File: config.mk
export PLATFORM = sky130hd
export DESIGN_NAME = cpu_seq_ctrl
export DESIGN_NICKNAME = d
export VERILOG_FILES = /design/src/rtl/cpu_seq_ctrl.sv
export SDC_FILE = /design/constraint.sdc
export NUM_CORES = 1
export LEC_CHECK = 0
export ABC_CLOCK_PERIOD_IN_PS = 3500
export CAP_MARGIN = 40
export CORE_ASPECT_RATIO = 0.6
export CORE_MARGIN = 2
export CORE_UTILIZATION = 51
export CTS_BUF_LIST = sky130_fd_sc_hd__clkbuf_4 sky130_fd_sc_hd__clkbuf_8
export CTS_CLUSTER_SIZE = 16
export DETAILED_ROUTE_END_ITERATION = 6
export PLACE_DENSITY = 0.88
export SLEW_MARGIN = 20
export SYNTH_ARGS = -nofsm -noshare
export SYNTH_HDL_FRONTEND = slang
export SYNTH_SLANG_ARGS = --single-unit
export TNS_END_PERCENT = 5
File: constraint.sdc
create_clock -name clk -period 3.5 [get_ports clk]
set_input_delay 0.7 -clock clk [delete_from_list [all_inputs] [get_ports clk]]
set_output_delay 0.7 -clock clk [all_outputs]
set_load 0.01 [all_outputs]
File: src/rtl/cpu_seq_ctrl.sv
// Multi-cycle fetch/decode/execute/memory/writeback sequencer sharing one 8-bit memory port.
// Optional bus watchdog enabled by defining CPU_SEQ_WATCHDOG_EN.
module cpu_seq_ctrl #(
  parameter int unsigned         ADDR_W    = 8,
  parameter logic [ADDR_W-1:0]   RESET_PC  = '0,
  parameter int unsigned         WD_CYCLES = 16
) (
  input  logic              clk,
  input  logic              rst_n,
  input  logic              run,
  output logic              mem_req,
  output logic              mem_we,
  output logic [ADDR_W-1:0] mem_addr,
  output logic [7:0]        mem_wdata,
  input  logic [7:0]        mem_rdata,
  input  logic              mem_ack,
  input  logic [7:0]        alu_result,
  input  logic [7:0]        rs2_data,
  input  logic              branch_taken,
  output logic [15:0]       instr,
  output logic [ADDR_W-1:0] pc,
  output logic [7:0]        load_data,
  output logic              reg_we,
  output logic              wb_sel,
  output logic              illegal,
  output logic              halted,
  output logic              bus_err,
  output logic [2:0]        state
);

  typedef enum logic [2:0] {
    StIdle    = 3'd0,
    StFetchHi = 3'd1,
    StFetchLo = 3'd2,
    StDecode  = 3'd3,
    StExec    = 3'd4,
    StMem     = 3'd5,
    StWb      = 3'd6,
    StHalt    = 3'd7
  } state_e;

  localparam logic [3:0] OpR    = 4'b0000;
  localparam logic [3:0] OpAddi = 4'b0100;
  localparam logic [3:0] OpLd   = 4'b1011;
  localparam logic [3:0] OpSt   = 4'b1111;
  localparam logic [3:0] OpBr   = 4'b1000;
  localparam logic [3:0] OpJ    = 4'b0010;
  localparam logic [3:0] OpHalt = 4'b0001;

  state_e              state_q, state_d;
  logic [ADDR_W-1:0]   pc_q, pc_d;
  logic [15:0]         instr_q, instr_d;
  logic [7:0]          load_data_q, load_data_d;
  logic                mem_req_q, mem_req_d;
  logic                mem_we_q, mem_we_d;
  logic [ADDR_W-1:0]   mem_addr_q, mem_addr_d;
  logic [7:0]          mem_wdata_q, mem_wdata_d;
  logic                reg_we_q, reg_we_d;
  logic                wb_sel_q, wb_sel_d;
  logic                illegal_q, illegal_d;
  logic                halted_q, halted_d;
  logic                wd_trip;

`ifdef CPU_SEQ_WATCHDOG_EN
  localparam int unsigned WdW = $clog2(WD_CYCLES + 1);

  logic [WdW-1:0] wd_cnt_q, wd_cnt_d;
  logic           bus_err_q, bus_err_d;

  // Counts consecutive requesting cycles without an ack.
  always_comb begin
    wd_cnt_d = '0;
    wd_trip  = 1'b0;
    if (mem_req_q && !mem_ack) begin
      wd_cnt_d = wd_cnt_q + 1'b1;
      wd_trip  = (wd_cnt_d == WdW'(WD_CYCLES));
    end
    bus_err_d = bus_err_q | wd_trip;
  end

  always_ff @(posedge clk) begin
    if (!rst_n) begin
      wd_cnt_q  <= '0;
      bus_err_q <= 1'b0;
    end else begin
      wd_cnt_q  <= wd_cnt_d;
      bus_err_q <= bus_err_d;
    end
  end

  assign bus_err = bus_err_q;
`else
  logic unused_wd;
  assign unused_wd = ^WD_CYCLES;
  assign wd_trip   = 1'b0;
  assign bus_err   = 1'b0;
`endif

  logic [3:0]        opcode;
  logic [3:0]        opcode_d;
  logic              op_known_d;
  state_e            next_st;
  logic [ADDR_W-1:0] br_off;

  assign opcode   = instr_q[15:12];
  assign opcode_d = instr_d[15:12];
  assign next_st  = run ? StFetchHi : StIdle;
  assign br_off   = {{(ADDR_W-6){instr_q[5]}}, instr_q[5:0]};

  always_comb begin
    state_d     = state_q;
    pc_d        = pc_q;
    instr_d     = instr_q;
    load_data_d = load_data_q;
    case (state_q)
      StIdle:    if (run) state_d = StFetchHi;
      StFetchHi: begin
        if (mem_ack) begin
          instr_d[15:8] = mem_rdata;
          state_d       = StFetchLo;
        end
      end
      StFetchLo: begin
        if (mem_ack) begin
          instr_d[7:0] = mem_rdata;
          pc_d         = pc_q + ADDR_W'(2);
          state_d      = StDecode;
        end
      end
      StDecode:  state_d = (opcode == OpHalt) ? StHalt : StExec;
      StExec: begin
        case (opcode)
          OpR, OpAddi: state_d = StWb;
          OpLd, OpSt:  state_d = StMem;
          OpBr: begin
            if (branch_taken) pc_d = pc_q + br_off;
            state_d = next_st;
          end
          OpJ: begin
            pc_d    = instr_q[ADDR_W-1:0];
            state_d = next_st;
          end
          default:     state_d = next_st;
        endcase
      end
      StMem: begin
        if (mem_ack) begin
          if (opcode == OpLd) begin
            load_data_d = mem_rdata;
            state_d     = StWb;
          end else begin
            state_d = next_st;
          end
        end
      end
      StWb:    state_d = next_st;
      StHalt:  state_d = StHalt;
      default: state_d = StIdle;
    endcase
    if (wd_trip) state_d = StHalt;
  end

  always_comb begin
    case (opcode_d)
      OpR, OpAddi, OpLd, OpSt, OpBr, OpJ, OpHalt: op_known_d = 1'b1;
      default:                                    op_known_d = 1'b0;
    endcase
  end

  // Outputs are registered from the next state so they line up with the state they belong to.
  always_comb begin
    mem_req_d   = (state_d == StFetchHi) || (state_d == StFetchLo) || (state_d == StMem);
    mem_we_d    = (state_d == StMem) && (opcode_d == OpSt);
    mem_addr_d  = mem_addr_q;
    mem_wdata_d = mem_wdata_q;
    if (state_d != state_q) begin
      case (state_d)
        StFetchHi: mem_addr_d = pc_d;
        StFetchLo: mem_addr_d = pc_d + ADDR_W'(1);
        StMem: begin
          mem_addr_d  = alu_result[ADDR_W-1:0];
          mem_wdata_d = rs2_data;
        end
        default: ;
      endcase
    end
    reg_we_d  = (state_d == StWb);
    wb_sel_d  = (state_d == StWb) && (opcode_d == OpLd);
    illegal_d = (state_d == StDecode) && (state_q != StDecode) && !op_known_d;
    halted_d  = (state_d == StHalt);
  end

  always_ff @(posedge clk) begin
    if (!rst_n) begin
      state_q     <= StIdle;
      pc_q        <= RESET_PC;
      instr_q     <= '0;
      load_data_q <= '0;
      mem_req_q   <= 1'b0;
      mem_we_q    <= 1'b0;
      mem_addr_q  <= '0;
      mem_wdata_q <= '0;
      reg_we_q    <= 1'b0;
      wb_sel_q    <= 1'b0;
      illegal_q   <= 1'b0;
      halted_q    <= 1'b0;
    end else begin
      state_q     <= state_d;
      pc_q        <= pc_d;
      instr_q     <= instr_d;
      load_data_q <= load_data_d;
      mem_req_q   <= mem_req_d;
      mem_we_q    <= mem_we_d;
      mem_addr_q  <= mem_addr_d;
      mem_wdata_q <= mem_wdata_d;
      reg_we_q    <= reg_we_d;
      wb_sel_q    <= wb_sel_d;
      illegal_q   <= illegal_d;
      halted_q    <= halted_d;
    end
  end

  assign state     = state_q;
  assign pc        = pc_q;
  assign instr     = instr_q;
  assign load_data = load_data_q;
  assign mem_req   = mem_req_q;
  assign mem_we    = mem_we_q;
  assign mem_addr  = mem_addr_q;
  assign mem_wdata = mem_wdata_q;
  assign reg_we    = reg_we_q;
  assign wb_sel    = wb_sel_q;
  assign illegal   = illegal_q;
  assign halted    = halted_q;

endmodule
* Word level (Yosys, flattened, before mapping)
Index checks and enable logic that the tools add are counted. W data, S select, Z words.
Cells by class: reduce and logical (&&, ||, !) cells 19, equal/unequal tests 27, mux-type cells 17, add/sub/neg operators 3
Operators by type and width (number):
- $mux W8 | 4
- $pmux W8 S2 | 2
- $eq A4 B4 Y1 const B | 6
- $pmux W3 S8 | 1
- $pmux W8 S3 | 1
- $eq A3 B3 Y1 const B | 7
- $mux W3 | 5
- $eq A3 B2 Y1 const B | 4
- $add A8 B1 Y8 const B | 1
- $add A8 B2 Y8 const B | 1
- $add A8 B8 Y8 | 1
- $eq A4 B1 Y1 const B | 2
- $eq A4 B2 Y1 const B | 2
- $eq A4 B3 Y1 const B | 2
- $logic_not A4 Y1 | 2
- $reduce_and A2 Y1 | 4
- $reduce_or A7 Y1 | 1
- $eq A3 B1 Y1 const B | 2
- $pmux W3 S2 | 1
- $logic_and A1 B1 Y1 | 4
- $reduce_or A2 Y1 | 2
- $logic_not A3 Y1 | 1
- $ne A3 B2 Y1 const B | 1
- $ne A3 B3 Y1 | 1
- 6 further kinds | 8
Word-level totals: register bits after elaboration 57, output and inout bits 58, input port bits 29, word-level logic and storage cells 80

* Depth between registers and ports, before layout
Gate-level depths: netlist of the first run.
depth after elaboration 7, mapped depth 12, depth with buffers taken out 11

* Least setup slack after synthesis of the first run
No wires, ideal clock.
path kind input to register, from in mem_ack, to reg mem_addr_q[7], in the netlist mem_addr[7], path slack 519 ps, data arrival time 2845 ps, stages on the path 10, library setup time 136 ps, required time 3364 ps, path buffers 2, cell sequence buf_2 -> nor4bb_1 -> clkbuf_1 -> nand2b_1 -> o211ai_2 -> nand2_2 -> or4_4 -> or4_1 -> a31oi_1 -> a31oi_1
On the way: elaborated cells between the ends (all ways) 14, classes of those cells 1 x add/sub; 4 x eq/ne; 7 x mux; 2 x reduce/logical
RTL lines:
- start, declared | RTL line 16 | input logic mem_ack,
- $mux W8 | RTL line 124 | if (mem_ack) begin
- $pmux W8 S2 | RTL line 115 | case (state_q)
- named net pc_d[1] | RTL line 51 | logic [ADDR_W-1:0] pc_q, pc_d;
- $add A8 B1 Y8 | RTL line 179 | StFetchLo: mem_addr_d = pc_d + ADDR_W'(1);
- $pmux W8 S3 | RTL line 177 | case (state_d)
- end signal, assigned | RTL line 214 | mem_addr_q <= mem_addr_d;
- end, declared | RTL line 56 | logic [ADDR_W-1:0] mem_addr_q, mem_addr_d;
The timed path passes the listed nets, and every way through them passes these cells. A chain may end at the register's enable or synchronous reset.

* Worst setup path in the final report of the first run
from reg instr_q[0], in the netlist instr[0], to reg mem_addr_q[7], in the netlist mem_addr[7]
On the way: cells in the longest elaborated chain, start to end 6
Ends and longest elaborated chain:
- start, declared | RTL line 52 | logic [15:0] instr_q, instr_d;
- start signal, assigned | RTL line 210 | instr_q <= instr_d;
- $add A8 B8 Y8 | RTL line 136 | if (branch_taken) pc_d = pc_q + br_off;
- $mux W8 | RTL line 136
- $pmux W8 S2 (*) | RTL line 132 | case (opcode)
- $pmux W8 S2 (*) | RTL line 115
- $add A8 B1 Y8 | RTL line 179
- $pmux W8 S3 (*) | RTL line 177
Every way passes the cells marked *; elsewhere a longest branch is shown, timed or not.

==> metrics.txt, run 1 <==
status complete, no violations; Rel. slew slack a little under three fifths; Num CTS Buffers 9; Syn Inst Count about 410; Vias/cell approximately 6.1; maximum VDD drop between 300 and 400 uV; final setup fails 0; Worst Clk Skew 8.86 ps; drt total wl between 10000 and 15000 um; vias in the first global route about 3400; die width approximately 110 um; CP Cell Sequence ha_1 > fa_1 > a211oi_1 > nor3_1 > nor4b_1 > a211oi_1 > or4_4 > or4_1 > a31oi_1 > a31oi_1; Worst EP required between 3000 and 4000 ps; postcts setup bufs 0; Synth Register Bits 57; CTS Root Buffer Type clkbuf_8; worst skew pair latency 340 ps; commonest non-fill, non-tap cell in the layout clkdlybuf4s50_1; Fin. Hold Viols 0; post-synthesis compound-gate area fraction between 20% and 30%; most frequent cells in the layout clkdlybuf4s50_1, nand2_1, dfxtp_1; Die ar. roughly 7300 um2; synthesized net count roughly 450; Startpoint Class register; fin crit share between 90 and 100%; proportion of synthesized area in mux cells about 3.8%; Synth area leaders dfxtp_1, nand2_1, a21boi_0; mapped cell area between 3000 and 4000 um2; RSZ-0062 raised after global routing no; hold_ws roughly 460 ps; CTS tree built; residual DRC count 0; Crit path largest cell delay between 400 and 500 ps; largest family of logic cells by synthesized area simple AND/OR/NAND/NOR gates; ys flop type dfxtp_1; max cap viols 0; Crit. End Element register; XOR/XNOR Fraction of Synth Area between 2 and 2.5%; Detail Route Antenna Nets 0; DR iter-0 viols between 200 and 300; Post-synth EDFFs 0; ys async rst share 0%; Syn Area/Cell approximately 8 um2; H-tree depth 3; IO Count 87; CTS clock-pin slew for the worst setup and hold paths ~70 ps; CP max FO 5; largest net degree at the start of global routing 52; Sink Count between 50 and 60; leakage ~1.6 nW; nets@finish about 550; Power Total 0.00169 W; Initial Utilization a little over half; Yosys cell types 70; Worst Hold Class reg2reg; Placed Area around 4400 um2; All-Layer GR Usage between 30% and 40%; Ys Warns 0; wire per inst 17.9 um; sequential fraction of the synthesis area about a third; adder-cell share of the synthesized area 4.51%; CTS max path bufs 2; kind of critical path reg2reg; Ant. Diodes 0; fraction of layout cells with a size suffix above 1 10.1%; Period minus WS final roughly 3300 ps; grt total ovfl 0; TritonRoute pass-1 iters 5; worst-margin pin slew about 640 ps; cell area after layout approximately 4600 um2; Power Dens Cells 367 nW/um2; GPL Wtd Cong between 1 and 1.5; area leader, netlist dfxtp_1; first-pass GRT wire length ~17000 um; fmax 0.299 GHz; number of hold buffers added after CTS 0; CTS resizes 0; Data arrival, critical path 3540 ps; Final HPWL DP 7920 um; slowest CP cell or4_4; Simple-Gate Fraction of Synth Area 27.9%; Die Y-Extent approximately 67 um; buffers added on ports 85; post-synth top area share roughly a third; total vias in the final route between 3000 and 4000; area grow syn2layout 35.7%; Placeable Area 6280 um2; Row Count 22; setup TNS 0 ps; Final Max Tran Viols 0; initial antenna violation count 0
## flip-flops by register name, indices dropped and copies added (netlist names)
name	flops
halted	1
illegal	1
instr	16
load_data	8
mem_addr	8
mem_req	1
mem_wdata	8
mem_we	1
pc	8
reg_we	1
state	3
wb_sel	1
## per-layer routing
metal	GRT usage (%)	share of wire, %	wire [um]	vias to the layer above
met5	0	0	0	-
met4	9.81	2.2	235	0
met3	12.9	14	1500	28
met2	44.3	40	4280	240
met1	42.8	44	4660	1678
li1	-	-	-	1696
## path summary, 6_finish.rpt
check	from	endpoint	slack, ps	cells after the start
hold / removal	mem_wdata[0]	mem_wdata[0]	460	2
setup / recovery	instr[0]	mem_addr[7]	160	10
hold reg to reg	mem_wdata[0]	mem_wdata[0]	460	2
setup reg to reg	instr[0]	mem_addr[7]	160	10
## critical path, delay by kind of cell (launching register included)
| kind | cells | cell delay, ps |
|---|---|---|
| AOI/OAI and AO/OA | 4 | 800 |
| adders and majority gates | 2 | 660 |
| DFF | 1 | 350 |
| and+or+nand+nor | 4 | 1390 |
## layout make-up
cell class	count	area (um2)
clock inverter	5	56.3
tap	84	105
fill	488	1680
inverter	7	26.3
clock buffer	10	138
sequential	57	1140
multi-input combinational	326	2110
timing repair buffer	108	1020
## cells by family (layout without fill, tap and decap cells)
logic type	after synthesis	count (layout)
compound gates	114	114
buf+inv	30	130
fa+ha+maj	12	12
flops	57	57
mux	13	13
simple gates	177	177
xor+xnor	9	9
other cells	1	1
## metrics by stage
stage	util, %	std cells	setup slack (ps)
floorplan	-	413	519
global placement	70.2	582	192
detailed placement	70.2	582	74.1
CTS	73.2	597	235
global route	73.2	597	46.0
finish	73.2	597	161
## where the power goes
| group | internal, W | switching (W) | leakage (nW) |
|---|---|---|---|
| clock | 0.000342 | 0.000270 | 0.0981 |
| combinational | 0.000169 | 0.000188 | 1.07 |
| sequential | 0.000685 | 0.0000337 | 0.462 |
| total | 0.00120 | 0.000492 | 1.63 |
## cells in the mapped netlist, types with 3 or more instances
cell / n
ha_1: 9
o21ai_0: 22
mux2i_1: 13
a221oi_1: 4
a21boi_0: 23
and2_1: 8
a22oi_1: 3
nor3_1: 14
xnor2_1: 7
clkbuf_1: 14
buf_2: 6
and3_1: 4
o22ai_1: 4
nand2b_1: 5
a21oi_1: 18
or2_2: 4
nor2_1: 22
nand2_1: 64
a211oi_1: 4
or3_1: 3
a31oi_1: 10
and4_1: 3
nand3_1: 4
dfxtp_1: 57
inv_1: 7
nor2b_1: 18
nand4b_1: 3
nand4_1: 4
No activity file was read; power rests on OpenSTA's default activity.
==> run 2: changes to the inputs <==
- CORE_MARGIN: 2 -> default
- CTS_BUF_LIST: sky130_fd_sc_hd__clkbuf_4 sky130_fd_sc_hd__clkbuf_8 -> sky130_fd_sc_hd__clkbuf_2
==> run 2 against run 1 <==
Against the previous run:
- clock power fell by 32%
- design area fell by 0.95%
- register-to-register slack improved by 70 ps
- critical endpoint is now mem_addr[5]
- largest power group unchanged
==> metrics.txt, run 2 (synthesis gave the netlist of run 1 again) <==
Power Dens Cells 328 nW/um2 (-11%); initial antenna violation count 0 (unchanged); Row Count 22 (unchanged); total vias in the final route 3672 (+0.82%); TritonRoute pass-1 iters 5 (unchanged); Vias/cell 6.10 (about the same); FF-to-FF Start pc[0]; buffers added on ports 85 (unchanged); status complete, no violations; fin crit share 93.3% (-2.1 points); most used cell, CP a211oi_1; number of hold buffers added after CTS 0 (unchanged); CTS resizes 0 (unchanged); Worst EP required 3870 ps (+170 ps); CTS Root Buffer Type clkbuf_2; CP max FO 6 (+1); kind of critical path reg2reg; All-Layer GR Usage 32.6% (+1.4 points); Detail Route Antenna Nets 0 (unchanged); CTS tree built; hold_ws 482 ps (+17.7 ps); postcts setup bufs 0 (unchanged); Worst Hold Class reg2reg; Fin. Hold Viols 0 (unchanged); Hold Crit Depth 2 (unchanged); Startpoint Class register; leakage 1.62 nW (-0.71%); first-pass GRT wire length 17200 um (-0.56%); final setup fails 0 (unchanged); IO Count 87 (unchanged); drt total wl 10900 um (+2.2%); wire per inst 18.1 um (+1.4%); hold_sp mem_wdata[2]; R2R depth 11 (+1); commonest non-fill, non-tap cell in the layout clkdlybuf4s50_1; Data arrival, critical path 3640 ps (+100 ps); Period minus WS final 3270 ps (-71.8 ps); largest net degree at the start of global routing 52 (unchanged); Sink Count 57 (unchanged); Initial Utilization 54.2% (+0.24 points); Die Y-Extent 65.1 um (-3.0%); max cap viols 0 (unchanged); fraction of layout cells with a size suffix above 1 11.0% (+0.89 points); Rel. slew slack 54.1% (-2.9 points); RSZ-0062 raised after global routing no; Crit path largest cell delay 460 ps (about the same); CTS clock-pin slew for the worst setup and hold paths 180 ps (+110 ps); H-tree depth 3 (unchanged); GPL Wtd Cong 0.997 (-2.5%); Num CTS Buffers 9 (unchanged); die width 107 um (-1.8%); Final HPWL DP 8010 um (+1.1%); most frequent cells in the layout clkdlybuf4s50_1, nand2_1, dfxtp_1; worst-margin pin slew 678 ps (+37.1 ps); slowest CP cell or4_4; grt total ovfl 0 (unchanged); Hold Crit Endpoint mem_wdata[2]; flop-to-flop setup slack 230 ps (+70 ps); area grow syn2layout 34.4%; r2r endpoint mem_addr[5]; Placeable Area 6250 um2 (-0.44%); Crit. End Element register; Worst Clk Skew 24.9 ps (+16.1 ps); maximum VDD drop 226 uV (-36%); Final Max Tran Viols 0 (unchanged); flip-flop count of the largest register after layout 16 (unchanged); Die ar. 6980 um2 (-4.8%); fmax 0.306 GHz (+2.2%); DR iter-0 viols 431 (+53%); worst skew pair latency 510 ps (+170 ps); CTS max path bufs 2 (unchanged); Layout fillers 472 (-3.3%); residual DRC count 0 (unchanged); vias in the first global route 3408 (-0.87%); CP Cell Sequence ha_1 > fa_1 > a211oi_1 > nor3_1 > nor4b_2 > a211oi_1 > or4_4 > buf_4 > xnor2_1 > a221oi_1 > a21oi_1; setup TNS 0 ps (unchanged); nets@finish 552 (+0.73%)
run 2: changes by cell type in the layout (fill, tap and decap cells not counted):
cell | previous run | this run
a2bb2oi_1 | 1 | 0
a2bb2oi_2 | 0 | 1
buf_4 | 23 | 27
clkbuf_2 | 0 | 9
clkbuf_8 | 10 | 0
clkinv_1 | 0 | 1
diode_2 | 0 | 1
nor4b_1 | 2 | 1
nor4b_2 | 0 | 1
run 2: critical path: cells and delay by family (launching register included):
| family | cells | cell delay, ps |
|---|---|---|
| adder cells (fa/ha/maj) | 2 | 680 |
| flip-flops | 1 | 390 |
| AND/OR/NAND/NOR | 3 | 900 |
| buffers and inverters | 1 | 160 |
| XOR/XNOR | 1 | 120 |
| AO/OA/AOI/OAI | 4 | 900 |
run 2: worst max-delay path by stage:
stage / from / endpoint / slack, ps / cells past startpoint
detailed placement: branch_taken / mem_addr[7] / 170 / 9
floorplan: mem_ack / mem_addr[7] / 520 / 10
global route: pc[0] / mem_addr[5] / 120 / 11
finish: pc[0] / mem_addr[5] / 230 / 11
CTS: pc[0] / mem_addr[5] / 150 / 11
global placement: branch_taken / mem_addr[7] / 220 / 9
run 2: per-stage QoR:
stage	instance area (um2)	instances	total power (W)	util [%]	setup slack, ps
CTS	4540	601	0.00148	72.6	147
finish	4550	602	0.00149	72.9	233
global placement	4430	586	0.00106	70.9	216
detailed placement	4430	586	0.00107	70.9	167
global route	4550	601	0.00156	72.8	117
floorplan	3390	413	0.000913	-	519
run 2: area by class of cell:
cell class | count | area, um2 | share of cell area (%)
clock inverter | 6 | 60.1 | 1.32
clock buffer | 9 | 45.0 | 0.989
multi-input combinational | 326 | 2120 | 46.6
sequential | 57 | 1140 | 25.1
inverter | 7 | 26.3 | 0.577
timing repair buffer | 112 | 1050 | 23.1
tap | 84 | 105 | 2.31
antenna | 1 | 2.50 | 0.0550
run 2: power by group:
part	leakage [nW]	internal, W	switching, W	total (W)
sequential	0.462	0.000686	0.0000287	0.000714
clock	0.0652	0.000157	0.000262	0.000419
combinational	1.09	0.000169	0.000190	0.000359
run 2: metal layers:
layer  share of wire, %  vias to the layer above  GRT usage (%)
li1                   -                     1707              -
met1                 42                     1697           44.0
met2                 42                      237           48.3
met3                 14                       31           11.3
met4                2.5                        0           11.0
met5                  0                        -              0
==> run 3: changes to the inputs <==
- CAP_MARGIN: 40 -> default
==> results of run 3 <==
Same layout as run 2: the final DEF is identical, and so are final timing and power.
